<file path="config.mk">
export PLATFORM = sky130hd
export DESIGN_NAME = trash_sequencer
export DESIGN_NICKNAME = d
export VERILOG_FILES = /design/src/rtl/trash_sequencer.sv
export SDC_FILE = /design/constraint.sdc
export NUM_CORES = 1
export LEC_CHECK = 0
export CAP_MARGIN = 20
export CORE_ASPECT_RATIO = 0.8
export CORE_MARGIN = 2
export CORE_UTILIZATION = 40
export CTS_BUF_LIST = sky130_fd_sc_hd__clkbuf_2
export CTS_CLUSTER_DIAMETER = 100
export DETAILED_ROUTE_END_ITERATION = 6
export DONT_BUFFER_PORTS = 1
export GPL_TIMING_DRIVEN = 1
export PLACE_DENSITY = 0.6
export SLEW_MARGIN = 5
export SYNTH_ARGS = -nofsm -noshare
export SYNTH_HDL_FRONTEND = slang
export SYNTH_SLANG_ARGS = --single-unit
</file>
<file path="constraint.sdc">
create_clock -name clk -period 3.8 [get_ports clk]
set_input_delay 0.57 -clock clk [delete_from_list [all_inputs] [get_ports clk]]
set_output_delay 0.57 -clock clk [all_outputs]
set_load 0.005 [all_outputs]
</file>
<file path="src/rtl/trash_sequencer.sv">
// rtl/trash_sequencer.sv - fetch/decode/execute controller for the trash CPU datapath
module trash_sequencer (
   input  logic        clk,
   input  logic        rst_n,
   input  logic        prog_valid,
   input  logic [14:0] prog_data,
   input  logic        run,
   input  logic        load,
   output logic [1:0]  rf_raddr_a,
   output logic [1:0]  rf_raddr_b,
   input  logic [7:0]  rf_rdata_a,
   input  logic [7:0]  rf_rdata_b,
   output logic        rf_we,
   output logic [1:0]  rf_waddr,
   output logic [7:0]  rf_wdata,
   output logic        alu_start,
   output logic [3:0]  alu_op,
   output logic [3:0]  alu_a,
   output logic [3:0]  alu_b,
   input  logic        alu_done,
   input  logic [7:0]  alu_res,
   output logic        mem_we,
   output logic        mem_re,
   output logic [3:0]  mem_addr,
   output logic [7:0]  mem_wdata,
   input  logic [7:0]  mem_rdata,
   output logic        out_valid,
   output logic [7:0]  out_data,
   output logic [2:0]  pc,
   output logic        halted
);

   typedef enum logic [2:0] {
      S_LOAD     = 3'd0,
      S_FETCH    = 3'd1,
      S_EXEC     = 3'd2,
      S_ALU_WAIT = 3'd3,
      S_MEM_WB   = 3'd4,
      S_HALT     = 3'd5
   } state_t;

   localparam logic [2:0] OP_NOOP     = 3'd0;
   localparam logic [2:0] OP_STORE    = 3'd1;
   localparam logic [2:0] OP_CALC     = 3'd2;
   localparam logic [2:0] OP_MEMSTORE = 3'd3;
   localparam logic [2:0] OP_MEMLOAD  = 3'd4;
   localparam logic [2:0] OP_JUMP     = 3'd5;
   localparam logic [2:0] OP_JUMPIF   = 3'd6;
   localparam logic [2:0] OP_OUT      = 3'd7;

   state_t      state;
   logic [2:0]  lp;
   logic [14:0] ir;
   logic [14:0] prog [8];

   logic [2:0]  op;
   logic [3:0]  f1;
   logic [3:0]  f2;
   logic [3:0]  f3;
   logic [7:0]  imm;
   logic        branch_taken;
   logic        active;

   assign op  = ir[2:0];
   assign f1  = ir[6:3];
   assign f2  = ir[10:7];
   assign f3  = ir[14:11];
   assign imm = ir[14:7];

   // load and reset squash every datapath strobe so an aborted op never commits
   assign active = rst_n && !load;

   // datapath requests decoded from state and the instruction register
   always_comb begin
      rf_raddr_a   = 2'd0;
      rf_raddr_b   = 2'd0;
      rf_we        = 1'b0;
      rf_waddr     = 2'd0;
      rf_wdata     = 8'h00;
      alu_start    = 1'b0;
      alu_op       = 4'd0;
      alu_a        = 4'd0;
      alu_b        = 4'd0;
      mem_we       = 1'b0;
      mem_re       = 1'b0;
      mem_addr     = 4'd0;
      mem_wdata    = 8'h00;
      branch_taken = 1'b0;
      if (active) begin
         case (state)
            S_EXEC: begin
               case (op)
                  OP_STORE: begin
                     rf_we    = 1'b1;
                     rf_waddr = f1[1:0];
                     rf_wdata = imm;
                  end
                  OP_CALC: begin
                     rf_raddr_a = f2[1:0];
                     alu_start  = 1'b1;
                     alu_op     = f1;
                     alu_a      = rf_rdata_a[7:4];
                     alu_b      = rf_rdata_a[3:0];
                  end
                  OP_MEMSTORE: begin
                     mem_we    = 1'b1;
                     mem_addr  = f1;
                     mem_wdata = imm;
                  end
                  OP_MEMLOAD: begin
                     mem_re   = 1'b1;
                     mem_addr = f1;
                  end
                  OP_JUMP: begin
                     branch_taken = 1'b1;
                  end
                  OP_JUMPIF: begin
                     rf_raddr_a   = f2[1:0];
                     rf_raddr_b   = f3[1:0];
                     branch_taken = (rf_rdata_a == rf_rdata_b);
                  end
                  OP_OUT: begin
                     rf_raddr_a = f1[1:0];
                  end
                  default: begin
                  end
               endcase
            end
            S_ALU_WAIT: begin
               if (alu_done) begin
                  rf_we    = 1'b1;
                  rf_waddr = f3[1:0];
                  rf_wdata = alu_res;
               end
            end
            S_MEM_WB: begin
               rf_we    = 1'b1;
               rf_waddr = f2[1:0];
               rf_wdata = mem_rdata;
            end
            default: begin
            end
         endcase
      end
   end

   // program store: written only while loading, never cleared by reset
   always_ff @(posedge clk) begin
      if (active && state == S_LOAD && prog_valid) begin
         prog[lp] <= prog_data;
      end
   end

   // sequencer state, program counter, halt flag and registered output port
   always_ff @(posedge clk) begin
      if (!rst_n) begin
         state     <= S_LOAD;
         pc        <= 3'd0;
         lp        <= 3'd0;
         ir        <= 15'd0;
         halted    <= 1'b0;
         out_valid <= 1'b0;
         out_data  <= 8'h00;
      end else begin
         out_valid <= 1'b0;
         if (load) begin
            state  <= S_LOAD;
            lp     <= 3'd0;
            halted <= 1'b0;
         end else begin
            case (state)
               S_LOAD: begin
                  if (prog_valid) begin
                     lp <= lp + 3'd1;
                  end
                  if (run) begin
                     pc    <= 3'd0;
                     state <= S_FETCH;
                  end
               end
               S_FETCH: begin
                  ir    <= prog[pc];
                  state <= S_EXEC;
               end
               S_EXEC: begin
                  case (op)
                     OP_CALC: begin
                        state <= S_ALU_WAIT;
                     end
                     OP_MEMLOAD: begin
                        state <= S_MEM_WB;
                     end
                     OP_JUMP, OP_JUMPIF: begin
                        if (branch_taken && f1[2:0] == pc) begin
                           state  <= S_HALT;
                           halted <= 1'b1;
                        end else if (branch_taken) begin
                           pc    <= f1[2:0];
                           state <= S_FETCH;
                        end else begin
                           pc    <= pc + 3'd1;
                           state <= S_FETCH;
                        end
                     end
                     OP_OUT: begin
                        out_valid <= 1'b1;
                        out_data  <= rf_rdata_a;
                        pc        <= pc + 3'd1;
                        state     <= S_FETCH;
                     end
                     default: begin
                        pc    <= pc + 3'd1;
                        state <= S_FETCH;
                     end
                  endcase
               end
               S_ALU_WAIT: begin
                  if (alu_done) begin
                     pc    <= pc + 3'd1;
                     state <= S_FETCH;
                  end
               end
               S_MEM_WB: begin
                  pc    <= pc + 3'd1;
                  state <= S_FETCH;
               end
               S_HALT: begin
                  state <= S_HALT;
               end
               default: begin
                  state <= S_LOAD;
               end
            endcase
         end
      end
   end

endmodule

</file>
==> results.json, run 1 <==
{
  "status": "completed",
  "layout.nets": 530,
  "ys.flop_type": "edfxtp_1",
  "coreArea_mm2": 0.01650,
  "yosysTopAreaCellShare_pct": 53.68,
  "syn_area_per_cell_um2": 15.22,
  "worstPathCellList": "nor3b_4 > nand2_4 > nor2_1 > and2_1",
  "grtUsageTotal_pct": 16.72,
  "ys_seq_elements": 154,
  "synthArstFlopShare_pct": 0,
  "slew_headroom_pct": 30.01,
  "initial_core_util_pct": 40.68,
  "dr_total_vias": 3936,
  "port_buffers": 0,
  "clk_pin_slew_ns": 0.18,
  "ys_seq_area_share_pct": 63.82,
  "vdd_drop_max_mv": 0.1822,
  "ctsLongestPathBuffers": 2,
  "die_h_um": 119.9,
  "synthTopCellsByArea": "edfxtp_1, dfxtp_1, mux4_2, mux2i_1, and2_1",
  "cellPowerDensity_mw_per_mm2": 381.9,
  "fin_skew_ns": 0.04365,
  "dieWidth_um": 148.8,
  "end_kind": "primary output",
  "syn_to_final_growth_pct": 10.49,
  "antenna_found_initial": 1,
  "place_congestion": 0.8000,
  "ys_types": 55,
  "grt_max_degree": 30,
  "design_area_mm2": 0.007417,
  "grt_pass1_wl_um": 21740,
  "synth_fp_nets": 496,
  "maxCapViolations": 0,
  "seq_area_mm2": 0.004285,
  "cp.required_ns": 3.23,
  "root_buffer": "clkbuf_2",
  "wl_per_cell_um": 20.74,
  "cp_max_fo": 13,
  "cts_tree": "yes",
  "grt_setup_unrepaired": "no",
  "cts_setup_buffers": 0,
  "finalCriticalPeriod_ns": 3.152,
  "arrival_ns": 2.58,
  "clkSinkCount": 154,
  "numCtsBuffers": 17,
  "drc": 0,
  "finalHoldViolCount": 0,
  "postRouteAntennaNets": 0,
  "dp_hpwl_um": 9676,
  "drive_above_1_share_pct": 19.51,
  "finalCritPeriodShare_pct": 82.95,
  "syn_area_mm2": 0.006713,
  "hold_class": "in -> reg",
  "setup_tns_ns": 0,
  "setup_viol": 0,
  "crit_buf_inv": 0,
  "overflow": 0,
  "vias_per_cell": 5.559,
  "rows": 42,
  "drtIter0Drc": 288,
  "postPlaceCellArea_mm2": 0.006978,
  "ys_warn_count": 0,
  "n_fill_cell": 1453,
  "fp.dieArea_mm2": 0.01784,
  "htree_levels": 4,
  "synth_top_area_cell": "edfxtp_1",
  "worstMarginPinSlew_ns": 1.046,
  "ioPinCount": 108,
  "start_kind": "register",
  "grt_pass1_vias": 3893,
  "max_freq_ghz": 0.3173,
  "worst_skew_pair.late_latency_ns": 0.71,
  "slew_viol_final": 0,
  "postRouteWirelength_um": 14690,
  "dr.pass1.iters": 5,
  "multi_input_area_mm2": 0.002267,
  "synth_edf_count": 120,
  "cp_top_family": "simple AND/OR/NAND/NOR gates",
  "slowest_stage": "dfxtp_1",
  "cp_slowest_stage_delay_ns": 0.59,
  "leakage_nw": 2.483,
  "synthCells": 441,
  "crit_type": "reg -> out"
}
## Yosys cell counts (2+ instances only)
cell type,count
o211a_1,15
dfxtp_1,34
a21oi_1,5
a222oi_1,10
nor4b_1,3
buf_2,4
ha_1,2
clkbuf_8,2
edfxtp_1,120
xnor2_1,2
nor4_1,2
nor2b_1,9
nand2_1,28
nor3_1,9
and2_1,25
buf_6,2
a31oi_1,2
xor2_1,13
and3_1,3
mux2i_1,24
a22o_1,2
o21bai_1,3
clkbuf_1,17
o21ai_0,5
nor2_1,32
nand3_1,3
nand2b_1,5
mux4_2,30
nand3b_1,4
## cell families after synthesis
logic type                 after synthesis  synth area share [%]
buffers and inverters                   29                 2.647
xor gates and xnor gates                15                 1.957
and+or+nand+nor                        137                 11.09
muxes                                   55                 13.81
adders and majority gates                2                0.3727
AOI/OAI and AO/OA                       49                 6.300
DFF                                    154                 63.82
## where the power goes
| group | internal [mW] | total [mW] | switching, mW |
|---|---|---|---|
| Combinational | 0.0927 | 0.177 | 0.0842 |
| Clock | 0.232 | 0.796 | 0.565 |
| Sequential | 1.83 | 1.86 | 0.0316 |
## through the flow
step	std cells	hold WS [ns]	util [%]	total power, mW	setup WS (ns)
floorplan	441	0.4634	-	2.002	0.8392
global placement	651	0.4994	42.24	2.033	1.335
detailed placement	652	0.5171	42.29	2.036	1.349
CTS	707	0.08427	44.93	2.869	0.5909
global route	708	0.1169	44.95	2.943	0.3892
finish	708	0.1729	44.95	2.833	0.6480
## final timing paths
kind	slack, ns	cells past startpoint	to	from
hold reg to reg	0.54	2	halted$_SDFFE_PN0P_	halted$_SDFFE_PN0P_
setup / recovery	0.65	4	mem_wdata[2]	state[1]$_SDFFE_PN0P_
hold / removal	0.17	3	state[1]$_SDFFE_PN0P_	alu_done
setup reg to reg	1.36	5	ir[7]$_SDFFE_PN0P_	pc[0]$_SDFFE_PN0P_
## sequential cells by signal (all words and copies together) (netlist names)
signal	flops
out_valid	1
pc	3
out_data	8
ir	15
prog	120
halted	1
lp	3
state	3
## what timing repair did
| item | 4_1_cts | 5_1_grt |
|---|---|---|
| endpoints found under the hold margin | 147 | 0 |
| resized for setup | 0 | 0 |
| hold buffers | 24 | 0 |
| setup endpoints to repair | 0 | 0 |
## per-layer routing
metal / up-vias / GRT usage [%] / share of wire [%]
met1: 2002 / 21.56 / 44
li1: 1768 / - / -
met3: 8 / 5.437 / 7.4
met4: 0 / 4.107 / 0.79
met2: 158 / 27.55 / 48
met5: - / 0 / 0
## cell usage in the layout, fill, tap and decap left out, types with 5 or more instances in the layout
| cell type | count |
|---|---|
| and2_1 | 25 |
| a21oi_1 | 5 |
| mux2i_1 | 24 |
| buf_4 | 20 |
| o21ai_0 | 5 |
| xor2_1 | 13 |
| nand2_1 | 28 |
| nor2b_1 | 9 |
| dfxtp_1 | 33 |
| nor3_1 | 7 |
| mux4_2 | 30 |
| clkbuf_2 | 19 |
| nor2_1 | 32 |
| nand2b_1 | 5 |
| edfxtp_1 | 120 |
| o211a_1 | 15 |
| a222oi_1 | 10 |
| dlygate4sd3_1 | 24 |
## worst min-delay path: cells and delay by family
| family | cells | cell delay, ns |
|---|---|---|
| AOI/OAI and AO/OA | 1 | 0.15 |
| and+or+nand+nor | 2 | 0.09 |
## layout make-up
type	instances	share of cell area, %
Tap cell	220	3.711
Antenna cell	1	0.03374
Multi-Input combinational cell	258	30.57
Timing Repair Buffer	44	5.263
Sequential cell	154	57.78
Clock buffer	19	1.282
Clock inverter	12	1.366
(Power assumes the default switching activity.)
==> inputs of run 2 (changes only) <==
==> constraint.sdc (replaced) <==
create_clock -name clk -period 2.9 [get_ports clk]
set_input_delay 0.435 -clock clk [delete_from_list [all_inputs] [get_ports clk]]
set_output_delay 0.435 -clock clk [all_outputs]
set_load 0.005 [all_outputs]
==> run 2 against run 1 <==
Net effect:
- total power is 37% higher
- worst setup slack worse by 0.48 ns
- via count is 0.18% lower
- combinational power is 42% higher
- utilization is 0.97 points higher
- largest power group unchanged
- critical path type unchanged
- critical path depth stayed put
- sequential share of layout area is 1.1 points lower
==> results.json, run 2 (synthesized netlist as in run 1, its figures left out) <==
{
  "status": "completed",
  "dr.pass1.iters": 5,
  "postRouteWirelength_um": 14720,
  "slowest_stage": "dfxtp_2",
  "grt_max_degree": 33,
  "final_cell_mix": "edfxtp_1, nor2_1, mux4_2, dfxtp_1, nand2_1",
  "htree_levels": 4,
  "grt_pass1_wl_um": 22250,
  "initial_core_util_pct": 40.68,
  "finalHoldViolCount": 0,
  "fin_cells": 714,
  "final_common_cell": "edfxtp_1",
  "place_inst": 652,
  "r2r-end": "prog[1][14]$_DFFE_PP_",
  "worstHoldEndpoint": "state[2]$_SDFFE_PN0P_",
  "rows": 42,
  "reg2reg_from": "state[0]$_SDFFE_PN0P_",
  "cts_tree": "yes",
  "cp.required_ns": 2.47,
  "reg.largest.list": "prog (120), ir (15), out_data (8)",
  "finalCritPeriodShare_pct": 94.16,
  "vias_per_cell": 5.503,
  "cp_top_family": "simple AND/OR/NAND/NOR gates",
  "finalCriticalPeriod_ns": 2.731,
  "clkSinkCount": 154,
  "rrSetupSlack_ns": 0.62,
  "slew_headroom_pct": 31.65,
  "setup_tns_ns": 0,
  "worstRegToRegCells": 5,
  "grt_setup_unrepaired": "no",
  "hold_class": "in -> reg",
  "overflow": 0,
  "die_h_um": 119.9,
  "cp_max_fo": 11,
  "drc": 0,
  "postRouteAntennaNets": 0,
  "coreArea_mm2": 0.01650,
  "ctsLongestPathBuffers": 2,
  "ioPinCount": 108,
  "drtIter0Drc": 200,
  "end_kind": "primary output",
  "top_register": "prog",
  "start_kind": "register",
  "cellPowerDensity_mw_per_mm2": 511.3,
  "vdd_drop_max_mv": 0.2830,
  "cp_slowest_stage_delay_ns": 0.50,
  "max_freq_ghz": 0.3662,
  "drive_above_1_share_pct": 21.30,
  "dp_hpwl_um": 9517,
  "whs_path_depth": 3,
  "setup_viol": 0,
  "crit_type": "reg -> out",
  "n_fill_cell": 1458,
  "port_buffers": 0,
  "worstMarginPinSlew_ns": 1.022,
  "dr_total_vias": 3929,
  "whs_ns": 0.09064,
  "largest_reg_flops": 120,
  "holdCritStartpoint": "run",
  "dieWidth_um": 148.8,
  "worstPathCellList": "and2b_2 > and3_1 > a222oi_1 > nor2_1",
  "root_buffer": "clkbuf_2",
  "slew_viol_final": 0,
  "grt_pass1_vias": 3905,
  "fin_skew_ns": 0.03648,
  "layout.nets": 535,
  "grtUsageTotal_pct": 16.91,
  "worst_skew_pair.late_latency_ns": 0.70,
  "numCtsBuffers": 17,
  "fp.dieArea_mm2": 0.01784,
  "place_congestion": 0.8182,
  "crit_buf_inv": 0,
  "antenna_found_initial": 1,
  "maxCapViolations": 0,
  "wl_per_cell_um": 20.62,
  "syn_to_final_growth_pct": 12.88,
  "clk_pin_slew_ns": 0.22,
  "leakage_nw": 2.556,
  "arrival_ns": 2.30
}
run 2: cell count changes in the layout (fill, tap and decap cells not counted), sizes merged:
cell / change
buf: +3
inv: +3
dlygate4sd3: +2
clkbuf: +1
bufinv: +1
clkinv: -1
clkinvlp: -3
run 2: cell type report:
type	instances	area [um^2]	share of cell area [%]
sequential	154	4293	56.65
tap	220	275.3	3.633
antenna	1	2.502	0.03303
clock inverter	12	141.4	1.866
timing repair buffer	49	495.5	6.539
multi-input combinational	258	2270	29.95
clock buffer	20	100.1	1.321
run 2: tightest hold or removal path, delay by kind of cell:
| family | cells | cell delay, ns |
|---|---|---|
| AO/OA/AOI/OAI | 2 | 0.25 |
| AND/OR/NAND/NOR | 1 | 0.07 |
run 2: routing by layer:
layer	part of all wire [%]	vias to the layer above	GRT usage, %
met2	47	164	27.58
li1	-	1787	-
met4	0.79	0	5.417
met1	44	1969	22.17
met3	7.7	9	4.525
met5	0	-	0
run 2: stage by stage:
step	utilization [%]	setup slack [ns]	cell area, um^2	power (mW)
2_1_floorplan	-	0.02438	6713	2.624
3_3_place_gp	42.62	0.5905	7033	2.669
3_5_place_dp	42.67	0.5413	7041	2.673
4_1_cts	45.88	0.02074	7570	3.920
5_1_grt	45.91	0.002253	7575	4.023
6_report	45.92	0.1693	7577	3.874
run 2: power breakdown:
| group | internal (mW) | switching [mW] |
|---|---|---|
| Sequential | 2.39 | 0.0298 |
| Clock | 0.421 | 0.776 |
| Combinational | 0.127 | 0.125 |
run 2: timing repair:
action,CTS,global route
buffers inserted,3,0
pin swaps,1,0
endpoints found under the hold margin,149,0
gates resized for setup,3,3
hold buffers,26,0
setup endpoints to repair,33,34
run 2: worst max-delay path by stage:
stage	start	endpoint	cells past startpoint
2_1_floorplan	state[2]$_SDFFE_PN0P_	prog[2][0]$_DFFE_PP_	4
3_3_place_gp	state[2]$_SDFFE_PN0P_	rf_wdata[3]	3
3_5_place_dp	state[0]$_SDFFE_PN0P_	prog[1][5]$_DFFE_PP_	5
4_1_cts	state[0]$_SDFFE_PN0P_	rf_wdata[4]	5
5_1_grt	state[2]$_SDFFE_PN0P_	rf_wdata[2]	4
6_report	state[2]$_SDFFE_PN0P_	rf_wdata[2]	4
==> inputs of run 3 (changes only) <==
--- a/config.mk
+++ b/config.mk
@@ -8,13 +8,14 @@
 export CAP_MARGIN = 20
 export CORE_ASPECT_RATIO = 0.8
 export CORE_MARGIN = 2
-export CORE_UTILIZATION = 40
+export CORE_UTILIZATION = 66
 export CTS_BUF_LIST = sky130_fd_sc_hd__clkbuf_2
 export CTS_CLUSTER_DIAMETER = 100
 export DETAILED_ROUTE_END_ITERATION = 6
 export DONT_BUFFER_PORTS = 1
 export GPL_TIMING_DRIVEN = 1
-export PLACE_DENSITY = 0.6
+export MAX_ROUTING_LAYER = met4
+export PLACE_DENSITY = 0.88
 export SLEW_MARGIN = 5
 export SYNTH_ARGS = -nofsm -noshare
 export SYNTH_HDL_FRONTEND = slang
==> run 3 against run 2 <==
Net effect:
- first-iteration DRC count rose by 130%
- count of clock-buffer cells in the layout fell by 2
- non-clock buffer count fell by 1
- die area fell by 38%
- clock skew fell by 0.013 ns
- clock power fell by 6%
- utilization rose by 30 points
- sequential power barely moved
- global-route usage rose by 14 points
- sequential share of layout area rose by 1.4 points
- worst hold slack improved by 0.032 ns
==> results.json, run 3 (synthesized netlist as in run 1, its figures left out) <==
{
  "status": "completed",
  "syn_to_final_growth_pct": 10.12,
  "drtIter0Drc": 450,
  "slew_headroom_pct": 29.94,
  "setup_viol": 0,
  "crit_path_frequent_cell": "nor2_1",
  "slew_viol_final": 0,
  "grt_pass1_vias": 4060,
  "numCtsBuffers": 17,
  "fp.dieArea_mm2": 0.01100,
  "setup_tns_ns": 0,
  "final_common_cell": "edfxtp_1",
  "cp_slowest_stage_delay_ns": 0.66,
  "cp.required_ns": 2.47,
  "worstMarginPinSlew_ns": 1.048,
  "fin_cells": 628,
  "place_worst_setup_slack_ns": 0.4995,
  "grt_pass1_wl_um": 22940,
  "ctsLongestPathBuffers": 2,
  "top_register": "prog",
  "reg2reg_from": "state[1]$_SDFFE_PN0P_",
  "place_inst": 566,
  "fin_skew_ns": 0.02303,
  "initial_core_util_pct": 68.71,
  "coreArea_mm2": 0.009769,
  "fin_util_pct": 75.67,
  "worstPathCellList": "nor2_1 > and3_2 > a222oi_1 > nor2_1",
  "finalWorstSetupSlack_ns": 0.05009,
  "clk_pin_slew_ns": 0.22,
  "largest_reg_flops": 120,
  "seq_area_mm2": 0.004294,
  "drc": 0,
  "clkSinkCount": 154,
  "postRouteAntennaNets": 0,
  "start_kind": "register",
  "holdCritStartpoint": "load",
  "root_buffer": "clkbuf_2",
  "leakage_nw": 2.530,
  "multi_input_area_mm2": 0.002272,
  "end_kind": "primary output",
  "cp_max_fo": 12,
  "rows": 32,
  "crit_start": "ir[2]$_SDFFE_PN0P_",
  "dieWidth_um": 116.8,
  "hold_class": "in -> reg",
  "postRouteWirelength_um": 16070,
  "overflow": 0,
  "layout.nets": 534,
  "vdd_drop_max_mv": 0.4340,
  "die_h_um": 94.20,
  "finalCritPeriodShare_pct": 98.27,
  "vias_per_cell": 6.785,
  "place_congestion": 0.9587,
  "ioPinCount": 108,
  "grt_max_degree": 31,
  "worst_skew_pair.late_latency_ns": 0.70,
  "n_fill_cell": 578,
  "arrival_ns": 2.41,
  "cts_tree": "yes",
  "htree_levels": 4,
  "dr.pass1.iters": 5,
  "diodes": 0,
  "reg.largest.list": "prog (120), ir (15), out_data (8)",
  "finalCriticalPeriod_ns": 2.850,
  "max_freq_ghz": 0.3509,
  "slowest_stage": "dfxtp_1",
  "wl_per_cell_um": 25.59,
  "cellPowerDensity_mw_per_mm2": 514.3,
  "antenna_found_initial": 0,
  "crit_type": "reg -> out",
  "dr_total_vias": 4261,
  "maxCapViolations": 0,
  "port_buffers": 0,
  "p_total_mw": 3.802,
  "grt_setup_unrepaired": "no",
  "finalHoldViolCount": 0,
  "grtUsageTotal_pct": 30.72,
  "dp_hpwl_um": 9641,
  "final_cell_mix": "edfxtp_1, nor2_1, mux4_2, dfxtp_1, nand2_1",
  "drive_above_1_share_pct": 20.53
}
==> run 3: cell types whose count changed in the layout (fill, tap and decap cells not counted), sizes merged <==
cell	delta
clkinv	+3
inv	-1
clkbuf	-2
buf	-1
diode	-1
==> run 3: critical path: cells and delay by family, from the launching register on <==
kind / cells / cell delay [ns]
AOI/OAI and AO/OA: 1 / 0.54
and+or+nand+nor: 3 / 0.51
DFF: 1 / 0.66
==> run 3: cell type report <==
| cell class | count | share of cell area, % |
|---|---|---|
| clock buffers | 18 | 1.219 |
| clock inverters | 14 | 1.726 |
| multi-input cells | 258 | 30.74 |
| flip-flops and latches | 154 | 58.09 |
| well taps | 136 | 2.302 |
| repair buffers | 48 | 5.924 |
==> run 3: layer usage <==
layer | up-vias | part of all wire (%) | global-route usage (%)
met2 | 299 | 49 | 44.94
met3 | 67 | 11 | 11.94
met1 | 2114 | 37 | 39.84
li1 | 1781 | - | -
met4 | 0 | 3.2 | 10.59
met5 | - | 0 | -
==> run 3: timing repair <==
item	4_1_cts	5_1_grt
resized for setup	3	5
endpoints found under the setup margin	25	25
pin swaps	0	1
hold endpoints to repair	148	1
buffers inserted	2	2
hold buffers	25	1
==> run 3: worst paths after layout <==
kind / endpoint / slack, ns / depth (start not counted)
worst max-delay path: rf_wdata[4] / 0.05 / 4
worst min-delay path: pc[1]$_SDFFE_PN0P_ / 0.12 / 3
worst max register to register: state[2]$_SDFFE_PN0P_ / 0.69 / 7
worst min register to register: halted$_SDFFE_PN0P_ / 0.52 / 2
==> run 3: metrics by stage <==
stage	hold slack, ns	instance area, um^2
final	0.1230	7392
after global routing	0.04542	7392
after CTS	0.02114	7356
after detailed placement	0.4932	6870
after global placement	0.4876	6870
after floorplan	0.4634	6713
==> run 3: power breakdown <==
group / total [mW] / internal, mW / switching [mW]
combinational: 0.246 / 0.125 / 0.122
clock: 1.13 / 0.388 / 0.740
sequential: 2.43 / 2.39 / 0.0337
